==> src/rtl/watch_mode_ctrl.sv <==
// Watch sequencer: mode FSM, hh:mm:ss timekeeping, alarm registers and ring timer.
// Every output is registered and reflects the state produced by the most recent clock edge.
module watch_mode_ctrl #(
  parameter int unsigned RING_SECS    = 60,
  parameter int unsigned ALARM_HR_DEF = 7
) (
  input  logic       clk,
  input  logic       rst_n,
  input  logic       tick_1hz,
  input  logic       key_stb,
  input  logic [2:0] key_code,
  output logic [2:0] mode,
  output logic [4:0] disp_hr,
  output logic [5:0] disp_min,
  output logic [5:0] disp_sec,
  output logic       blink,
  output logic       alarm_en,
  output logic       alarm_ring
);

  typedef enum logic [2:0] {
    StRun    = 3'd0,
    StSetHr  = 3'd1,
    StSetMin = 3'd2,
    StAlmHr  = 3'd3,
    StAlmMin = 3'd4
  } state_e;

  localparam logic [2:0] KeyMode    = 3'd0;
  localparam logic [2:0] KeyUp      = 3'd1;
  localparam logic [2:0] KeyDown    = 3'd2;
  localparam logic [2:0] KeyAlm     = 3'd3;
  localparam logic [4:0] AlarmHrRst = 5'(ALARM_HR_DEF);
  localparam logic [7:0] RingLast   = 8'(RING_SECS - 1);

  state_e     state_q, state_d;
  logic [4:0] hr_q, hr_d, alm_hr_q, alm_hr_d;
  logic [5:0] min_q, min_d, sec_q, sec_d, alm_min_q, alm_min_d;
  logic [7:0] ring_cnt_q, ring_cnt_d;
  logic       alm_en_q, alm_en_d, ring_q, ring_d, blink_q, blink_d;
  logic       key_mode, key_up, key_down, key_alm, time_runs, trigger, alm_view;

  // Modular increment/decrement over 0..top.
  function automatic logic [5:0] step_mod(input logic [5:0] v, input logic [5:0] top,
                                          input logic up);
    if (up) return (v == top) ? 6'd0 : v + 6'd1;
    return (v == 6'd0) ? top : v - 6'd1;
  endfunction

  always_comb begin
    key_mode   = key_stb && (key_code == KeyMode);
    key_up     = key_stb && (key_code == KeyUp);
    key_down   = key_stb && (key_code == KeyDown);
    key_alm    = key_stb && (key_code == KeyAlm);
    time_runs  = (state_q != StSetHr) && (state_q != StSetMin);

    state_d    = state_q;
    hr_d       = hr_q;
    min_d      = min_q;
    sec_d      = sec_q;
    alm_hr_d   = alm_hr_q;
    alm_min_d  = alm_min_q;
    alm_en_d   = alm_en_q;
    ring_d     = ring_q;
    ring_cnt_d = ring_cnt_q;
    blink_d    = blink_q;

    if (tick_1hz && time_runs) begin
      if (sec_q == 6'd59) begin
        sec_d = 6'd0;
        if (min_q == 6'd59) begin
          min_d = 6'd0;
          hr_d  = (hr_q == 5'd23) ? 5'd0 : hr_q + 5'd1;
        end else begin
          min_d = min_q + 6'd1;
        end
      end else begin
        sec_d = sec_q + 6'd1;
      end
    end

    // Evaluated on the post-tick time, before any key edit clears or alters it.
    trigger = tick_1hz && time_runs && alm_en_q && (sec_d == 6'd0) &&
              (hr_d == alm_hr_q) && (min_d == alm_min_q);

    if (key_mode) begin
      unique case (state_q)
        StRun: begin
          state_d = StSetHr;
          sec_d   = 6'd0;
        end
        StSetHr:  state_d = StSetMin;
        StSetMin: state_d = StAlmHr;
        StAlmHr:  state_d = StAlmMin;
        default:  state_d = StRun;
      endcase
    end

    if (key_up || key_down) begin
      unique case (state_q)
        StSetHr:  hr_d      = 5'(step_mod({1'b0, hr_d}, 6'd23, key_up));
        StSetMin: min_d     = step_mod(min_d, 6'd59, key_up);
        StAlmHr:  alm_hr_d  = 5'(step_mod({1'b0, alm_hr_q}, 6'd23, key_up));
        StAlmMin: alm_min_d = step_mod(alm_min_q, 6'd59, key_up);
        default:  ;
      endcase
    end

    if (ring_q && tick_1hz) begin
      if (ring_cnt_q == RingLast) begin
        ring_d     = 1'b0;
        ring_cnt_d = 8'd0;
      end else begin
        ring_cnt_d = ring_cnt_q + 8'd1;
      end
    end
    if (trigger) begin
      ring_d     = 1'b1;
      ring_cnt_d = 8'd0;
    end

    // A ringing alarm turns ALM into a pure acknowledge.
    if (key_alm) begin
      if (ring_q) begin
        ring_d     = 1'b0;
        ring_cnt_d = 8'd0;
      end else if (state_q == StRun) begin
        alm_en_d = ~alm_en_q;
      end
    end
    if (!alm_en_d) begin
      ring_d     = 1'b0;
      ring_cnt_d = 8'd0;
    end

    if (state_d == StRun) begin
      blink_d = 1'b0;
    end else if ((state_d != state_q) || key_up || key_down) begin
      blink_d = 1'b1;
    end else if (tick_1hz) begin
      blink_d = ~blink_q;
    end

    alm_view = (state_d == StAlmHr) || (state_d == StAlmMin);
  end

  always_ff @(posedge clk) begin
    if (!rst_n) begin
      state_q    <= StRun;
      hr_q       <= 5'd0;
      min_q      <= 6'd0;
      sec_q      <= 6'd0;
      alm_hr_q   <= AlarmHrRst;
      alm_min_q  <= 6'd0;
      alm_en_q   <= 1'b0;
      ring_q     <= 1'b0;
      ring_cnt_q <= 8'd0;
      blink_q    <= 1'b0;
      disp_hr    <= 5'd0;
      disp_min   <= 6'd0;
    end else begin
      state_q    <= state_d;
      hr_q       <= hr_d;
      min_q      <= min_d;
      sec_q      <= sec_d;
      alm_hr_q   <= alm_hr_d;
      alm_min_q  <= alm_min_d;
      alm_en_q   <= alm_en_d;
      ring_q     <= ring_d;
      ring_cnt_q <= ring_cnt_d;
      blink_q    <= blink_d;
      disp_hr    <= alm_view ? alm_hr_d : hr_d;
      disp_min   <= alm_view ? alm_min_d : min_d;
    end
  end

  assign mode       = state_q;
  assign disp_sec   = sec_q;
  assign blink      = blink_q;
  assign alarm_en   = alm_en_q;
  assign alarm_ring = ring_q;

endmodule

==> config.mk <==
export PLATFORM = sky130hd
export DESIGN_NAME = watch_mode_ctrl
export DESIGN_NICKNAME = d
export VERILOG_FILES = /design/src/rtl/watch_mode_ctrl.sv
export SDC_FILE = /design/constraint.sdc
export NUM_CORES = 1
export LEC_CHECK = 0
export CORE_MARGIN = 3
export CORE_UTILIZATION = 30
export DETAILED_ROUTE_END_ITERATION = 8
export PLACE_DENSITY_LB_ADDON = 0.25
export SYNTH_ARGS = -nofsm -noshare
export SYNTH_HDL_FRONTEND = slang
export SYNTH_SLANG_ARGS = --single-unit
==> constraint.sdc <==
create_clock -name clk -period 3.24 [get_ports clk]
set_input_delay 0.324 -clock clk [delete_from_list [all_inputs] [get_ports clk]]
set_output_delay 0.324 -clock clk [all_outputs]
set_load 0.01 [all_outputs]
### After elaboration in Yosys (flattened, before gate mapping)

Index checks and enable logic that the tools add are counted.

| storage, ports and cells | value |
|---|---|
| register bits after elaboration | 53 |
| bits of input ports | 7 |
| output and inout port bits | 23 |
| word-level logic and storage cells | 138 |

| cells by class | value |
|---|---|
| $add $sub $neg | 12 |
| equal/unequal tests | 22 |
| mux-type cells | 63 |
| bitwise logic cells | 3 |
| reductions and logical operators | 26 |

Operators with widths:

| cell | number |
|---|---|
| $mux 6 | 20 |
| $mux 5 | 17 |
| $mux 8 | 5 |
| $add 6x1->6 const B | 4 |
| $eq 6x6->1 const B | 4 |
| $mux 1 | 19 |
| $logic_not 6->1 | 3 |
| $add 5x1->5 const B | 3 |
| $eq 3x2->1 const B | 5 |
| $eq 5x5->1 const B | 3 |
| $pmux 3 s4 | 1 |
| $sub 6x1->6 const B | 2 |
| $logic_and 1x1->1 | 11 |
| $logic_not 5->1 | 2 |
| $sub 5x1->5 const B | 2 |
| $logic_not 3->1 | 3 |
| $add 8x1->8 const B | 1 |
| $eq 8x6->1 const B | 1 |
| $eq 3x1->1 const B | 2 |
| $eq 3x3->1 const B | 2 |
| $eq 6x6->1 | 1 |
| $eq 5x5->1 | 1 |
| $logic_or 1x1->1 | 4 |
| $mux 3 | 1 |
| 7 further kinds | 9 |

### Depth between registers and ports, before layout

Gate-level depths: netlist (run 1).

| depth | value |
|---|---|
| depth in word-level cells | 12 |
| mapped depth | 15 |
| depth with buffers taken out | 13 |

### Worst setup path after synthesis (run 1)

No wires, ideal clock.

| timing | value |
|---|---|
| path kind | reg2reg |
| start point | register sec_q[0], in the netlist disp_sec[0] |
| end point | register disp_min[3] |
| library setup time | 0.087 ns |
| arrival | 2.584 ns |
| path slack | 0.568 ns |
| stages on the path, launching flop included | 11 |
| path buffers | 0 |
| path through | dfxtp_1 -> ha_1 -> and3b_2 -> o211a_2 -> mux2i_1 -> ha_1 -> inv_1 -> nor4_2 -> o21ai_1 -> a41o_1 -> o31ai_1 |

| on the way | value |
|---|---|
| longest elaborated chain between the ends | 10 |
| elaborated cells on any way between the ends | 14 |

RTL lines:

| item | RTL line | RTL |
|---|---|---|
| start: declaration | 38 | `logic [5:0] min_q, min_d, sec_q, sec_d, alm_min_q, alm_min_d;` |
| start signal: assignment | 152 | `sec_q <= 6'd0;` |
| start signal: assignment | 165 | `sec_q <= sec_d;` |
| $eq 6x6->1 (*) | 69 | `if (sec_q == 6'd59) begin` |
| $mux 6 (*) | 69 |  |
| $mux 6 (*) | 68 | `if (tick_1hz && time_runs) begin` |
| $add 6x1->6 or $eq 6x6->1 (tied branches) | 46 | `if (up) return (v == top) ? 6'd0 : v + 6'd1;` |
| $mux 6 (2 in series) | 46 |  |
| $mux 6 | 47 | `return (v == 6'd0) ? top : v - 6'd1;` |
| $mux 6 | 100 | `unique case (state_q)` |
| $mux 6 (*) | 99 | `if (key_up \|\| key_down) begin` |
| $mux 6 (*) | 173 | `disp_min <= alm_view ? alm_min_d : min_d;` |
| end signal: assignment | 173 |  |
| end: declaration | 14 | `output logic [5:0] disp_min,` |

Every way passes the cells marked *; elsewhere a longest branch is shown, timed or not. The select of a mux whose other input is x is not followed.
A chain may end at the register's enable or synchronous reset.

### Final worst setup path (run 1)

| timing | value |
|---|---|
| start point | register sec_q[0], in the netlist disp_sec[0] |
| end point | register ring_cnt_q[0] |

| on the way | value |
|---|---|
| longest elaborated chain between the ends | 10 |
| elaborated cells on any way between the ends | 17 |

RTL lines:

| item | RTL line | RTL |
|---|---|---|
| $add 6x1->6 or $eq 6x6->1 (tied branches) | 78, 69 |  |
| $mux 6 | 69 |  |
| $mux 6 | 68 |  |
| $logic_not 6->1 | 83 | `trigger = tick_1hz && time_runs && alm_en_q && (sec_d == 6'd0) &&` |
| $logic_and 1x1->1 (2 in series) | 83 |  |
| $logic_and 1x1->1 (*) | 84 | `(hr_d == alm_hr_q) && (min_d == alm_min_q);` |
| $mux 8 (*) | 117 | `if (trigger) begin` |
| $mux 8 | 124 | `if (ring_q) begin` |
| $mux 8 (*) | 123 | `if (key_alm) begin` |
| end signal: assignment | 170 | `ring_cnt_q <= ring_cnt_d;` |
| end: declaration | 39 | `logic [7:0] ring_cnt_q, ring_cnt_d;` |

Every way passes the cells marked *; elsewhere a longest branch is shown, timed or not.

==> results.cfg, run 1 <==
[detailed_routing]
via_per_inst = 5.40
antenna_left = 0
vias = 3726
drc = 0
drtIter0Drc = 276
wl_per_cell_um = 15.5
firstDrtPassIters = 4
finalWirelength_um = 10700

[setup_path]
cp-startpoint = disp_sec[0]$_SDFF_PN0_
cp-end-kind = register
crit_type = register to register
critPathMaxFanout = 13
rr_endpoint = ring_cnt_q[0]$_SDFF_PN0_
cp-start-kind = register
reg2reg_slack_ns = 0.34
r2r_cells = 9
required_ns = 3.39
cp.arrival_ns = 3.05
r2r-start = disp_sec[0]$_SDFF_PN0_
crit_end = ring_cnt_q[0]$_SDFF_PN0_

[global_routing]
grt_pass1_wl_um = 17700
antenna_found_initial = 0
grt_max_degree = 27
grt_pass1_vias = 3514
grtUsageTotal = 0.153
gr-total-overflow = 0

[clock_network]
cts_buffer_depth = 2
clk_pin_slew_ns = 0.07
post-cts-setup-buffer-count = 0
htree_num_levels = 2
clock-root-buffer = clkbuf_16
cts_tree = yes
cts_resized = 0
cts_buffers = 5
worst_skew_pair.late_latency_ns = 0.30
cts_hold_buf = 0
cts.sinks = 53

[die]
die_h_um = 119
start_util = 0.313
dieArea_sq_mm = 0.0141
core_area_sq_mm = 0.0122
core.rowCount = 40
die_width_um = 119
io_pins = 30

[timing]
finalCritPeriodShare = 0.895
slew_violations = 0
rsz0062_at_grt = false
hold_violations = 0
setup_tns_ns = 0
min_period_ns = 2.90
fin_worst_skew_ns = 0.0114
fmax_mhz = 345
setup_viol = 0
slew_headroom = 0.331
holdWs_ns = 0.510
worst_pin_slew_ns = 0.992

[yosys]
synth_cell_type_count = 78
synth-seq-cells = 53
yosysWarnings = 0
syn-num-nets = 507
synth_cells = 489
ys_async_sr_fraction = 0
netlist_area_sq_mm = 0.00382
ys.flop_type = dfxtp_1
yosysSeqAreaShare = 0.277
synth_edf_count = 0
synth_area_per_cell_sq_um = 7.82

[final_layout]
layout-drive-gt1-share = 0.109
fin_nets = 539
fillers = 1316
multiInputGateArea_sq_mm = 0.00256
antennaDiodeCount = 0
syn2layout_area_growth_pct = 18.3
seqCellArea_sq_mm = 0.00106
fin_area_sq_mm = 0.00453
stdcell_count = 690

[placed_design]
portBuffers = 29
place_inst = 682
dpl_cell_area_sq_mm = 0.00438
hpwl_um = 8100
gp_congestion = 0.861

[pwr]
p_per_area_mw_per_mm2 = 288
ir_drop_mv = 0.258
p_total_w = 0.00130
p_leak_nw = 1.61

[status]
status = finished, final reports clean

[hold_path]
min_path_type = register to register

[job]
maxCapViolCount = 0
-- synth_stat cells, types with 3 or more instances --
cell	number	area, sq um
dfxtp_1	53	1060
nor2_1	42	158
nand2_1	41	154
a21oi_1	37	185
o21ai_0	22	110
inv_1	20	75.1
nand3_1	19	95.1
xnor2_1	19	166
clkbuf_1	17	63.8
nor3_1	17	85.1
and2_1	16	100
nor4_1	13	81.3
ha_1	11	138
a31oi_1	9	56.3
mux2i_1	9	90.1
nand4_1	9	56.3
a211oi_1	8	60.1
and3_1	8	50.1
xor2_1	8	70.1
o21ai_1	7	35.0
buf_2	6	30.0
nand2b_1	6	37.5
o31ai_1	6	45.0
o22ai_1	5	31.3
or3_1	5	31.3
o21a_1	4	30.0
o31a_1	4	35.0
a21o_1	3	22.5
nor4_2	3	37.5
o211ai_1	3	22.5
-- through the flow --
step                 util  setup WS, ns
detailed placement  0.358         0.105
floorplan               -         0.568
global route        0.371        0.0947
CTS                 0.371         0.326
global placement    0.358         0.122
finish              0.371         0.341
-- report_power, final --
group	switching (W)	total (W)	internal (W)	leakage, nW
sequential	0.00000534	0.000661	0.000656	0.427
clock	0.000262	0.000553	0.000291	0.0704
combinational	0.0000515	0.0000882	0.0000368	1.11
total	0.000319	0.00130	0.000984	1.61
-- layout make-up --
type | count | area share
flip-flops and latches | 53 | 0.234
clock inverters | 3 | 0.00553
inverters | 21 | 0.0174
repair buffers | 52 | 0.102
well taps | 168 | 0.0464
multi-input cells | 388 | 0.566
clock buffers | 5 | 0.0276
-- metal layers --
| layer | GRT usage | wire length, um |
|---|---|---|
| met1 | 0.203 | 5020 |
| met2 | 0.252 | 4920 |
| met3 | 0.0266 | 509 |
| met4 | 0.0514 | 221 |
| met5 | 0 | 0 |
-- logic make-up after synthesis --
group                    share of synthesized area
AND/OR/NAND/NOR                              0.279
AO/OA/AOI/OAI                                0.252
flip-flops                                   0.277
buffers and inverters                       0.0540
XOR/XNOR                                    0.0661
multiplexers                                0.0360
adder cells (fa/ha/maj)                     0.0360
-- cell usage in the layout, fill, tap and decap left out, types with 4 or more instances in the layout --
master            n
a21oi_1          37
dfxtp_1          53
nand4_1           9
ha_1             11
o21ai_0          22
o22ai_1           5
or3_1             5
inv_1            20
clkbuf_16         5
nand2b_1          6
mux2i_1           9
nand2_1          41
xnor2_1          19
o21a_1            4
a31oi_1           9
o21ai_1           7
and2_1           16
o31a_1            4
xor2_1            8
nor2_1           42
a211oi_1          8
and3_1            8
nand3_1          19
nor3_1           17
nor4_1           13
clkdlybuf4s50_1  29
o31ai_1           6
buf_4            23
-- how the worst min path moves through the flow --
stage | start | endpoint | slack [ns] | cells past startpoint
3_5_place_dp | disp_sec[1]$_SDFF_PN0_ | disp_sec[1]$_SDFF_PN0_ | 0.50 | 2
4_1_cts | disp_sec[1]$_SDFF_PN0_ | disp_sec[1]$_SDFF_PN0_ | 0.51 | 2
5_1_grt | disp_sec[1]$_SDFF_PN0_ | disp_sec[1]$_SDFF_PN0_ | 0.56 | 2
3_3_place_gp | disp_sec[1]$_SDFF_PN0_ | disp_sec[1]$_SDFF_PN0_ | 0.50 | 2
6_report | disp_sec[1]$_SDFF_PN0_ | disp_sec[1]$_SDFF_PN0_ | 0.51 | 2
2_1_floorplan | ring_cnt_q[7]$_SDFF_PN0_ | ring_cnt_q[7]$_SDFF_PN0_ | 0.52 | 2
-- critical path, stage by stage, from the launching register on --
cell	delay, ns
dfxtp_1	0.41
ha_1	0.20
and3b_2	0.24
o211ai_4	0.20
or4_4	0.49
and2_1	0.21
xnor2_1	0.15
nor4_1	0.32
and3_1	0.40
nor4_1	0.11
-- sequential cells by signal (all words and copies together) (netlist names) --
name / flops
hr_q: 5
disp_sec: 6
alarm_ring: 1
mode: 3
alarm_en: 1
disp_hr: 5
alm_hr_q: 5
alm_min_q: 6
disp_min: 6
min_q: 6
ring_cnt_q: 8
blink: 1
(Power assumes the default switching activity.)
==> inputs of run 2 (changes only) <==
--- a/config.mk
+++ b/config.mk
@@ -6,7 +6,7 @@
 export NUM_CORES = 1
 export LEC_CHECK = 0
 export CORE_MARGIN = 3
-export CORE_UTILIZATION = 30
+export CORE_UTILIZATION = 59
 export DETAILED_ROUTE_END_ITERATION = 8
 export PLACE_DENSITY_LB_ADDON = 0.25
 export SYNTH_ARGS = -nofsm -noshare
==> results.cfg, run 2 (synthesis gave the netlist of run 1 again) <==
[die]
dieArea_sq_mm = 0.00748
start_util = 0.627
io_pins = 30
core_area_sq_mm = 0.00610
core.rowCount = 28
die_h_um = 86.5
die_width_um = 86.5

[clock_network]
htree_num_levels = 2
worst_skew_pair.late_latency_ns = 0.30
clk_pin_slew_ns = 0.09
cts_buffer_depth = 2
cts_buffers = 5
cts.sinks = 53
cts_hold_buf = 0
clock-root-buffer = clkbuf_8
cts_tree = yes

[setup_path]
cpPeakStageDelay_ns = 0.54
path_cells = xnor2_2 -> o211ai_4 -> buf_4 -> mux2i_1 -> ha_1 -> inv_1 -> nor4_2 -> o21ai_1 -> a41o_1 -> o31ai_1
crit_type = register to register
cp.arrival_ns = 3.18
cp-end-kind = register
worst_path_max_delay_cell = dfxtp_1
cp-start-kind = register
path_depth = 10
path_delay_family = compound AO/OA/AOI/OAI gates
critPathMaxFanout = 12
critical_path_buf_inv_count = 2
required_ns = 3.46
r2r_cells = 10

[global_routing]
grt_pass1_wl_um = 16400
antenna_found_initial = 0
grt_pass1_vias = 3480
gr-total-overflow = 0
grt_max_degree = 27
grtUsageTotal = 0.269

[timing]
setup_tns_ns = 0
fmax_mhz = 338
slew_headroom = 0.303
min_period_ns = 2.96
worst_pin_slew_ns = 1.03
hold_violations = 0
rsz0062_at_grt = false
finalCritPeriodShare = 0.913
fin_worst_skew_ns = 0.00423
setup_viol = 0
slew_violations = 0

[final_layout]
regMostFlops = ring_cnt_q
fillers = 506
final_cell_mix = dfxtp_1 (53), nor2_1 (42), nand2_1 (41), a21oi_1 (37), clkdlybuf4s50_1 (29)
layout_commonest_cell = dfxtp_1
fin_area_sq_mm = 0.00432
fin_nets = 531
largest_reg_flops = 8
syn2layout_area_growth_pct = 13.0
layout-drive-gt1-share = 0.0955
antennaDiodeCount = 0

[detailed_routing]
finalWirelength_um = 9810
via_per_inst = 6.45
drtIter0Drc = 337
antenna_left = 0
wl_per_cell_um = 16.7
vias = 3791
firstDrtPassIters = 5
drc = 0

[pwr]
ir_drop_mv = 0.234
p_per_area_mw_per_mm2 = 273
p_leak_nw = 1.57
p_total_w = 0.00118

[hold_path]
holdPathStages = 2
min_path_type = register to register

[placed_design]
hpwl_um = 7380
dpl_cell_area_sq_mm = 0.00420
portBuffers = 29
gp_congestion = 0.977

[status]
status = finished, final reports clean

[job]
maxCapViolCount = 0
## run 2: changes by cell type in the layout (fill, tap and decap cells not counted), sizes merged
cell / before / now
buf: 23 / 15
bufinv: 0 / 1
clkinvlp: 1 / 0
inv: 21 / 20
## run 2: timing repair
| action | CTS | global route |
|---|---|---|
| gates resized for setup | 0 | 3 |
| endpoints found under the setup margin | 0 | 1 |
| setup buffers | 0 | 0 |
| hold endpoints to repair | 0 | 0 |
## run 2: path summary, 6_finish.rpt
check                                            start                     end  slack (ns)
worst max-delay path                mode[1]$_SDFF_PN0_  disp_min[3]$_SDFF_PN0_        0.28
worst min-delay path            disp_sec[1]$_SDFF_PN0_  disp_sec[1]$_SDFF_PN0_        0.52
worst max register to register      mode[1]$_SDFF_PN0_  disp_min[3]$_SDFF_PN0_        0.28
worst min register to register  disp_sec[1]$_SDFF_PN0_  disp_sec[1]$_SDFF_PN0_        0.52
## run 2: stage by stage
| stage | util | cells | worst slack, ns | hold WS [ns] |
|---|---|---|---|---|
| floorplan | - | 489 | 0.568 | 0.516 |
| global placement | 0.689 | 581 | 0.248 | 0.498 |
| detailed placement | 0.689 | 581 | 0.180 | 0.504 |
| CTS | 0.706 | 588 | 0.279 | 0.515 |
| global route | 0.709 | 588 | 0.0332 | 0.565 |
| finish | 0.709 | 588 | 0.283 | 0.517 |
## run 2: metal layers
metal  vias to the layer above  wire (um)  GRT usage
met4                         0        204     0.0737
met2                       165       4590      0.442
met5                         -          0          0
met3                        17        655     0.0418
met1                      1757       4360      0.368
li1                       1852          -          -
## run 2: report_power, final
| group | leakage (nW) | total (W) | switching, W | internal (W) |
|---|---|---|---|---|
| registers | 0.427 | 0.000661 | 0.00000553 | 0.000656 |
| clock network | 0.0540 | 0.000434 | 0.000209 | 0.000225 |
| logic | 1.09 | 0.0000852 | 0.0000497 | 0.0000355 |
## run 2: layout make-up
cell class	count	area (sq um)	area share
multi-input cells	388	2580	0.597
flip-flops and latches	53	1060	0.246
repair buffers	44	403	0.0932
well taps	75	93.8	0.0217
inverters	21	78.8	0.0182
clock buffers	5	68.8	0.0159
clock inverters	2	35.0	0.00811
## run 2: worst min-delay path, cell delays in order, from the launching register on
cell,delay (ns)
dfxtp_1,0.35
nand2_1,0.07
a21oi_1,0.05
==> inputs of run 3 (changes only) <==
--- a/config.mk
+++ b/config.mk
@@ -5,6 +5,7 @@
 export SDC_FILE = /design/constraint.sdc
 export NUM_CORES = 1
 export LEC_CHECK = 0
+export CAP_MARGIN = 20
 export CORE_MARGIN = 3
 export CORE_UTILIZATION = 59
 export DETAILED_ROUTE_END_ITERATION = 8
==> results of run 3 <==
The final DEF is identical to that of run 2; final timing and power are the same.
